File: src/rtl/im_loader_pkg.sv
// Shared definitions for the instruction-memory boot loader: state encodings,
// byte-index width and the big-endian byte shift helper.
// The optional checksum stage is compiled in with CRC_CHK_EN.
package im_loader_pkg;

  localparam int BIDX_W = 2;

  typedef enum logic [2:0] {
    S_HDR0 = 3'd0,
    S_HDR1 = 3'd1,
    S_DATA = 3'd2,
    S_CHK  = 3'd3,
    S_DONE = 3'd4,
    S_ERR  = 3'd5
  } state_e;

  // Append one byte at the low end; earlier bytes move toward the MSB.
  function automatic logic [31:0] be_shift(input logic [31:0] w, input logic [7:0] b);
    return {w[23:0], b};
  endfunction

endpackage

File: src/rtl/im_loader_if.sv
// Byte stream in, instruction-memory write port out.
// master: boot source / memory side. slave: the loader.
interface im_loader_if #(
  parameter int ADDR_W = 10
) ();
  logic [7:0]        in_data;
  logic              in_valid;
  logic              in_ready;
  logic              im_we;
  logic [ADDR_W-1:0] im_addr;
  logic [31:0]       im_wdata;

  modport master (
    output in_data, in_valid,
    input  in_ready, im_we, im_addr, im_wdata
  );

  modport slave (
    input  in_data, in_valid,
    output in_ready, im_we, im_addr, im_wdata
  );
endinterface

File: src/rtl/im_loader_byte_assembler.sv
// Four-byte big-endian word assembler. word_next is the word including the
// byte offered this cycle; word_valid marks the byte that completes a word.
module im_loader_byte_assembler
  import im_loader_pkg::*;
(
  input  logic        clk,
  input  logic        rst,
  input  logic        byte_en,
  input  logic [7:0]  byte_in,
  output logic [31:0] word_next,
  output logic        word_valid
);

  logic [31:0]       word_q, word_d;
  logic [BIDX_W-1:0] idx_q, idx_d;

  assign word_next  = be_shift(word_q, byte_in);
  assign word_valid = byte_en && (idx_q == BIDX_W'(3));

  // Shift in accepted bytes; the index wraps naturally after the 4th byte.
  always_comb begin
    word_d = word_q;
    idx_d  = idx_q;
    if (byte_en) begin
      word_d = word_next;
      idx_d  = idx_q + BIDX_W'(1);
    end
  end

  // Registers with synchronous active-low reset.
  always_ff @(posedge clk) begin
    if (!rst) begin
      word_q <= '0;
      idx_q  <= '0;
    end else begin
      word_q <= word_d;
      idx_q  <= idx_d;
    end
  end

endmodule

File: src/rtl/im_loader.sv
// Boot-time instruction-memory loader. Parses a big-endian stream of a 16-bit
// word count followed by that many 32-bit words, writes them from address 0
// and then releases the core from reset. Define CRC_CHK_EN to require a
// trailing XOR checksum word before release.
module im_loader
  import im_loader_pkg::*;
#(
  parameter int ADDR_W = 10,
  parameter int CNT_W  = 16
) (
  input  logic        clk,
  input  logic        rst,
  im_loader_if.slave  bus,
  output logic        cpu_rst,
  output logic        done,
  output logic        err
);

  localparam logic [31:0] DEPTH = 32'd1 << ADDR_W;

  state_e            state_q, state_d;
  logic [CNT_W-1:0]  cnt_q, cnt_d;
  logic [CNT_W-1:0]  words_q, words_d;
  logic              im_we_q, im_we_d;
  logic [ADDR_W-1:0] im_addr_q, im_addr_d;
  logic [31:0]       im_wdata_q, im_wdata_d;
  logic              cpu_rst_q, cpu_rst_d;
  logic              done_q, done_d;
  logic              err_q, err_d;
`ifdef CRC_CHK_EN
  logic [31:0]       xor_q, xor_d;
`endif

  logic              in_ready_w;
  logic              acc;
  logic              asm_en;
  logic [31:0]       word_next;
  logic              word_valid;
  logic [CNT_W-1:0]  hdr_n;
  logic [CNT_W-1:0]  words_plus;

  assign in_ready_w = rst && (state_q == S_HDR0 || state_q == S_HDR1 ||
                              state_q == S_DATA || state_q == S_CHK);
  assign acc        = bus.in_valid && in_ready_w;
  assign asm_en     = acc && (state_q == S_DATA || state_q == S_CHK);
  assign hdr_n      = CNT_W'({cnt_q[7:0], bus.in_data});
  assign words_plus = words_q + CNT_W'(1);

  im_loader_byte_assembler u_asm (
    .clk        (clk),
    .rst        (rst),
    .byte_en    (asm_en),
    .byte_in    (bus.in_data),
    .word_next  (word_next),
    .word_valid (word_valid)
  );

  // Next-state logic. done/err/cpu_rst follow the state one cycle later so
  // the core leaves reset only after the final write strobe has retired.
  always_comb begin
    state_d    = state_q;
    cnt_d      = cnt_q;
    words_d    = words_q;
    im_we_d    = 1'b0;
    im_addr_d  = im_addr_q;
    im_wdata_d = im_wdata_q;
    done_d     = (state_q == S_DONE);
    err_d      = (state_q == S_ERR);
    cpu_rst_d  = (state_q != S_DONE);
`ifdef CRC_CHK_EN
    xor_d      = xor_q;
`endif
    case (state_q)
      S_HDR0: begin
        if (acc) begin
          cnt_d   = CNT_W'(bus.in_data);
          state_d = S_HDR1;
        end
      end
      S_HDR1: begin
        if (acc) begin
          cnt_d = hdr_n;
          if (hdr_n == '0)              state_d = S_DONE;
          else if (32'(hdr_n) > DEPTH)  state_d = S_ERR;
          else                          state_d = S_DATA;
        end
      end
      S_DATA: begin
        if (word_valid) begin
          im_we_d    = 1'b1;
          im_addr_d  = words_q[ADDR_W-1:0];
          im_wdata_d = word_next;
          words_d    = words_plus;
`ifdef CRC_CHK_EN
          xor_d      = xor_q ^ word_next;
          if (words_plus == cnt_q) state_d = S_CHK;
`else
          if (words_plus == cnt_q) state_d = S_DONE;
`endif
        end
      end
`ifdef CRC_CHK_EN
      S_CHK: begin
        if (word_valid) state_d = (word_next == xor_q) ? S_DONE : S_ERR;
      end
`endif
      default: ;
    endcase
  end

  // All state and registered outputs, synchronous active-low reset.
  always_ff @(posedge clk) begin
    if (!rst) begin
      state_q    <= S_HDR0;
      cnt_q      <= '0;
      words_q    <= '0;
      im_we_q    <= 1'b0;
      im_addr_q  <= '0;
      im_wdata_q <= '0;
      cpu_rst_q  <= 1'b1;
      done_q     <= 1'b0;
      err_q      <= 1'b0;
`ifdef CRC_CHK_EN
      xor_q      <= '0;
`endif
    end else begin
      state_q    <= state_d;
      cnt_q      <= cnt_d;
      words_q    <= words_d;
      im_we_q    <= im_we_d;
      im_addr_q  <= im_addr_d;
      im_wdata_q <= im_wdata_d;
      cpu_rst_q  <= cpu_rst_d;
      done_q     <= done_d;
      err_q      <= err_d;
`ifdef CRC_CHK_EN
      xor_q      <= xor_d;
`endif
    end
  end

  assign bus.in_ready = in_ready_w;
  assign bus.im_we    = im_we_q;
  assign bus.im_addr  = im_addr_q;
  assign bus.im_wdata = im_wdata_q;
  assign cpu_rst      = cpu_rst_q;
  assign done         = done_q;
  assign err          = err_q;

endmodule

File: src/flat_wrapper.sv
// flat-port wrapper written by rule: the top's interface ports become plain ports
module im_loader_flat import im_loader_pkg::*;
#(
  parameter int ADDR_W = 10,
  parameter int CNT_W  = 16
)
  (clk, rst, cpu_rst, done, err, bus_in_data, bus_in_valid, bus_in_ready, bus_im_we, bus_im_addr, bus_im_wdata);
  im_loader_if #(.ADDR_W(ADDR_W)) bus_i ();
  input  logic clk;
  input  logic rst;
  output logic cpu_rst;
  output logic done;
  output logic err;
  input wire logic [$bits(bus_i.in_data)-1:0] bus_in_data;
  input wire logic [$bits(bus_i.in_valid)-1:0] bus_in_valid;
  output wire logic [$bits(bus_i.in_ready)-1:0] bus_in_ready;
  output wire logic [$bits(bus_i.im_we)-1:0] bus_im_we;
  output wire logic [$bits(bus_i.im_addr)-1:0] bus_im_addr;
  output wire logic [$bits(bus_i.im_wdata)-1:0] bus_im_wdata;
  assign bus_i.in_data = bus_in_data;
  assign bus_i.in_valid = bus_in_valid;
  assign bus_in_ready = bus_i.in_ready;
  assign bus_im_we = bus_i.im_we;
  assign bus_im_addr = bus_i.im_addr;
  assign bus_im_wdata = bus_i.im_wdata;
  im_loader #(.ADDR_W(ADDR_W), .CNT_W(CNT_W)) u_core (.clk(clk), .rst(rst), .bus(bus_i), .cpu_rst(cpu_rst), .done(done), .err(err));
endmodule
File: config.mk
export PLATFORM = sky130hd
export DESIGN_NAME = im_loader_flat
export DESIGN_NICKNAME = d
export VERILOG_FILES = /design/src/rtl/im_loader_pkg.sv /design/src/rtl/im_loader_if.sv /design/src/rtl/im_loader_byte_assembler.sv /design/src/rtl/im_loader.sv /design/src/flat_wrapper.sv
export SDC_FILE = /design/constraint.sdc
export NUM_CORES = 1
export LEC_CHECK = 0
export ABC_AREA = 1
export BUFFER_PORTS_ARGS = -buffer_cell sky130_fd_sc_hd__buf_2
export CAP_MARGIN = 20
export CORE_MARGIN = 1.5
export CORE_UTILIZATION = 57
export DETAILED_ROUTE_END_ITERATION = 12
export HOLD_SLACK_MARGIN = 0.05
export PLACE_DENSITY = 0.82
export SYNTH_ARGS = -nofsm -noshare
export SYNTH_HDL_FRONTEND = slang
export SYNTH_SLANG_ARGS = --single-unit
File: constraint.sdc
create_clock -name clk -period 2.5 [get_ports clk]
set_clock_uncertainty 0.1 [all_clocks]
set_input_delay 0.25 -clock clk [delete_from_list [all_inputs] [get_ports clk]]
set_output_delay 0.25 -clock clk [all_outputs]
set_load 0.03 [all_outputs]
==> flow_summary.toml <==
[synthesis]
yosysTopAreaCellShare = 0.476
yosys_warnings = 0
syn_inst = 610
async_flop_share = 0
syn_area_sq_um = 4500
synthDistinctLibCells = 31
synth_flop_cell = "dfxtp_1"
ys_top_cells_by_area = "dfxtp_1 (48%), nor2_1 (9.7%), o21ai_0 (8.3%)"
synth_edf_count = 0
syn_nets = 623
avgSynthCellArea_sq_um = 7.37
synth_seq_area_share = 0.476
synth_top_cell_by_area = "dfxtp_1"
ys_ff_latch = 107

[worst_setup_path]
path_depth = 16
timing.rr.start = "u_core.words_q[0]"
cp-start-kind = "flip-flop"
crit_buf_inv = 0
crit_path_end = "u_core.state_q[2]"
worstPathCellList = "ha_1, nand2_1, nor2_4, nand2_2, nor2_2, nand2_1, nand2_1, nand2_1, nand2_1, nand2_1, nor2_1, nand3_1, nand2_2, nand3_1, nand2_1, nor2_1"
rrSetupSlack_ns = 0.35
startpoint = "u_core.words_q[0]"
cp_slowest_stage_delay_ns = 0.44
worstReg2RegEnd = "u_core.state_q[2]"
reg2reg_depth = 16
required_ns = 2.66
cp_max_fo = 7
cp_slowest_cell = "dfxtp_1"
cp-end-kind = "flip-flop"
path_common_cell = "nand2_1"
cp.arrival_ns = 2.31
cp_top_family = "simple AND/OR/NAND/NOR gates"
critical_path_class = "reg2reg"

[cells_and_area]
final_common_cell = "nor2_1"
diodes = 0
syn_to_final_growth_pct = 11.4
drive_gt1_frac = 0.155
final_cell_mix = "nor2_1 (116), dfxtp_1 (107), nand2_1 (84), o21ai_0 (75), buf_2 (57)"
final_nets = 667

[clocking]
post_cts_buffers = 0
cts.sinks = 107
clk_latency_ns = 0.38
clk_pin_slew_worst_paths_ns = 0.12
post_cts_resized = 0
clock_tree.root_cell = "clkbuf_8"
h-tree-depth = 3
cts_tree = "yes"
hold_buffers = 0
numCtsBuffers = 9
clk_path_buf_depth = 2

[sta]
tns_ns = 0
hold_viol_final = 0
period_minus_slack_ns = 2.15
fmax_ghz = 0.465
slew_headroom = 0.500
tightest_slew_ns = 0.750
setup_violations = 0
slew_viol_final = 0
grt_setup_unrepaired = "no"
period_share = 0.860

[flow_run]
drv_cap = 0

[floorplan]
coreArea_sq_um = 7690
start_util = 0.585
ioPinCount = 58
die_w_um = 91.8
std_cell_rows = 32
fp.dieH_um = 91.8
die_area_sq_um = 8430

[global_route]
grt_pass1_vias = 3882
grtUsageMet3 = 0.0464
grt_pass1_wl_um = 17500
antenna_found_initial = 0
met1_usage = 0.324
grt_max_degree = 96
met2_usage = 0.427
busiest_layer = "met2"
grt-ovfl-total = 0
grt.total_usage = 0.256

[routing]
finalWirelength_um = 10300
num_vias = 4167
routedWlPerCell_um = 13.5
routed_via_density = 5.48
dr.first_iter.drc_count = 229
ant_nets = 0
drc = 0
dr.pass1.iters = 6

[power]
fin_total_pwr_mw = 3.06
vdd_drop_max_mv = 0.368
power_leakage_nw = 2.33
power.density_nw_per_um2 = 611

[min_path]
hp-class = "in2reg"

[placement]
io_buffers = 57
gp_routability_congestion = 0.871
dpl.hpwl_um = 7040

[status]
outcome = "complete, no violations"
==> cells by family (layout without fill, tap and decap cells) <==
family,after synthesis,count (layout),synth area share
AOI/OAI and AO/OA,162,162,0.188
and+or+nand+nor,264,264,0.256
buffers and inverters,72,121,0.0682
DFF,107,107,0.476
xor gates and xnor gates,3,3,0.00584
adders and majority gates,2,2,0.00556
==> sequential cells by signal (all words and copies together), names as in the netlist <==
register             count
u_core.done              1
u_core.bus.im_wdata     32
u_core.u_asm.idx_q       2
u_core.u_asm.word_q     24
u_core.err               1
u_core.bus.im_addr      10
u_core.state_q           3
u_core.bus.im_we         1
u_core.words_q          16
u_core.cnt_q            16
u_core.cpu_rst           1
==> worst reg2reg max path, cell delays in order (launching register included) <==
cell and delay (ns):
dfxtp_1 0.44, ha_1 0.24, nand2_1 0.10, nor2_4 0.18
nand2_2 0.12, nor2_2 0.09, nand2_1 0.08, nand2_1 0.07
nand2_1 0.04, nand2_1 0.05, nand2_1 0.05, nor2_1 0.09
nand3_1 0.08, nand2_2 0.11, nand3_1 0.08, nand2_1 0.06
nor2_1 0.05
==> per-stage QoR <==
| step | setup WS, ns | instance area, sq um | hold slack [ns] | std cells | util |
|---|---|---|---|---|---|
| global placement | 0.466 | 4800 | 0.372 | 745 | 0.625 |
| CTS | 0.362 | 5010 | 0.0580 | 761 | 0.651 |
| detailed placement | 0.395 | 4800 | 0.370 | 745 | 0.625 |
| finish | 0.349 | 5010 | 0.0652 | 761 | 0.651 |
| floorplan | 0.587 | 4500 | 0.333 | 610 | - |
| global route | 0.0756 | 5010 | 0.0720 | 761 | 0.651 |
==> final cells by class <==
type / count / area [sq um]
Multi-Input combinational cell: 431 / 2050
Clock buffer: 10 / 138
Fill cell: 699 / 2680
Clock inverter: 6 / 67.6
Tap cell: 102 / 128
Timing Repair Buffer: 62 / 323
Sequential cell: 107 / 2140
Inverter: 43 / 161
==> report_power, final <==
group	internal, mW	switching (mW)	leakage [nW]	total [mW]
sequential	1.74	0.0395	0.865	1.78
clock	0.420	0.651	0.103	1.07
combinational	0.0669	0.139	1.37	0.206
==> layer usage <==
metal,vias to the layer above,share of wire
met3,22,0.052
met5,-,0
li1,2103,-
met1,1913,0.45
met4,0,0.023
met2,129,0.48
==> cells in the mapped netlist (all sizes together) (2+ instances only) <==
master  number
nor2       127
dfxtp      107
o21ai       94
nand2       89
a21oi       52
inv         42
nand3       35
clkbuf      17
buf         12
nand4        8
a211oi       7
a31oi        6
nor3         3
ha           2
nand3b       2
o21a         2
xnor2        2
==> worst min-delay path by stage <==
stage | start | end | slack, ns | depth (start not counted)
after floorplan | bus_in_data[3] | u_core.bus.im_wdata[3] | 0.33 | 2
after global placement | u_core.u_asm.word_q[21] | u_core.bus.im_wdata[29] | 0.37 | 2
after detailed placement | u_core.u_asm.word_q[22] | u_core.bus.im_wdata[30] | 0.37 | 2
after CTS | bus_in_data[1] | u_core.cnt_q[1] | 0.06 | 3
after global routing | bus_in_data[1] | u_core.u_asm.word_q[1] | 0.07 | 3
final | bus_in_data[1] | u_core.cnt_q[1] | 0.07 | 3
Note: power is estimated with default switching activity, not from simulation.
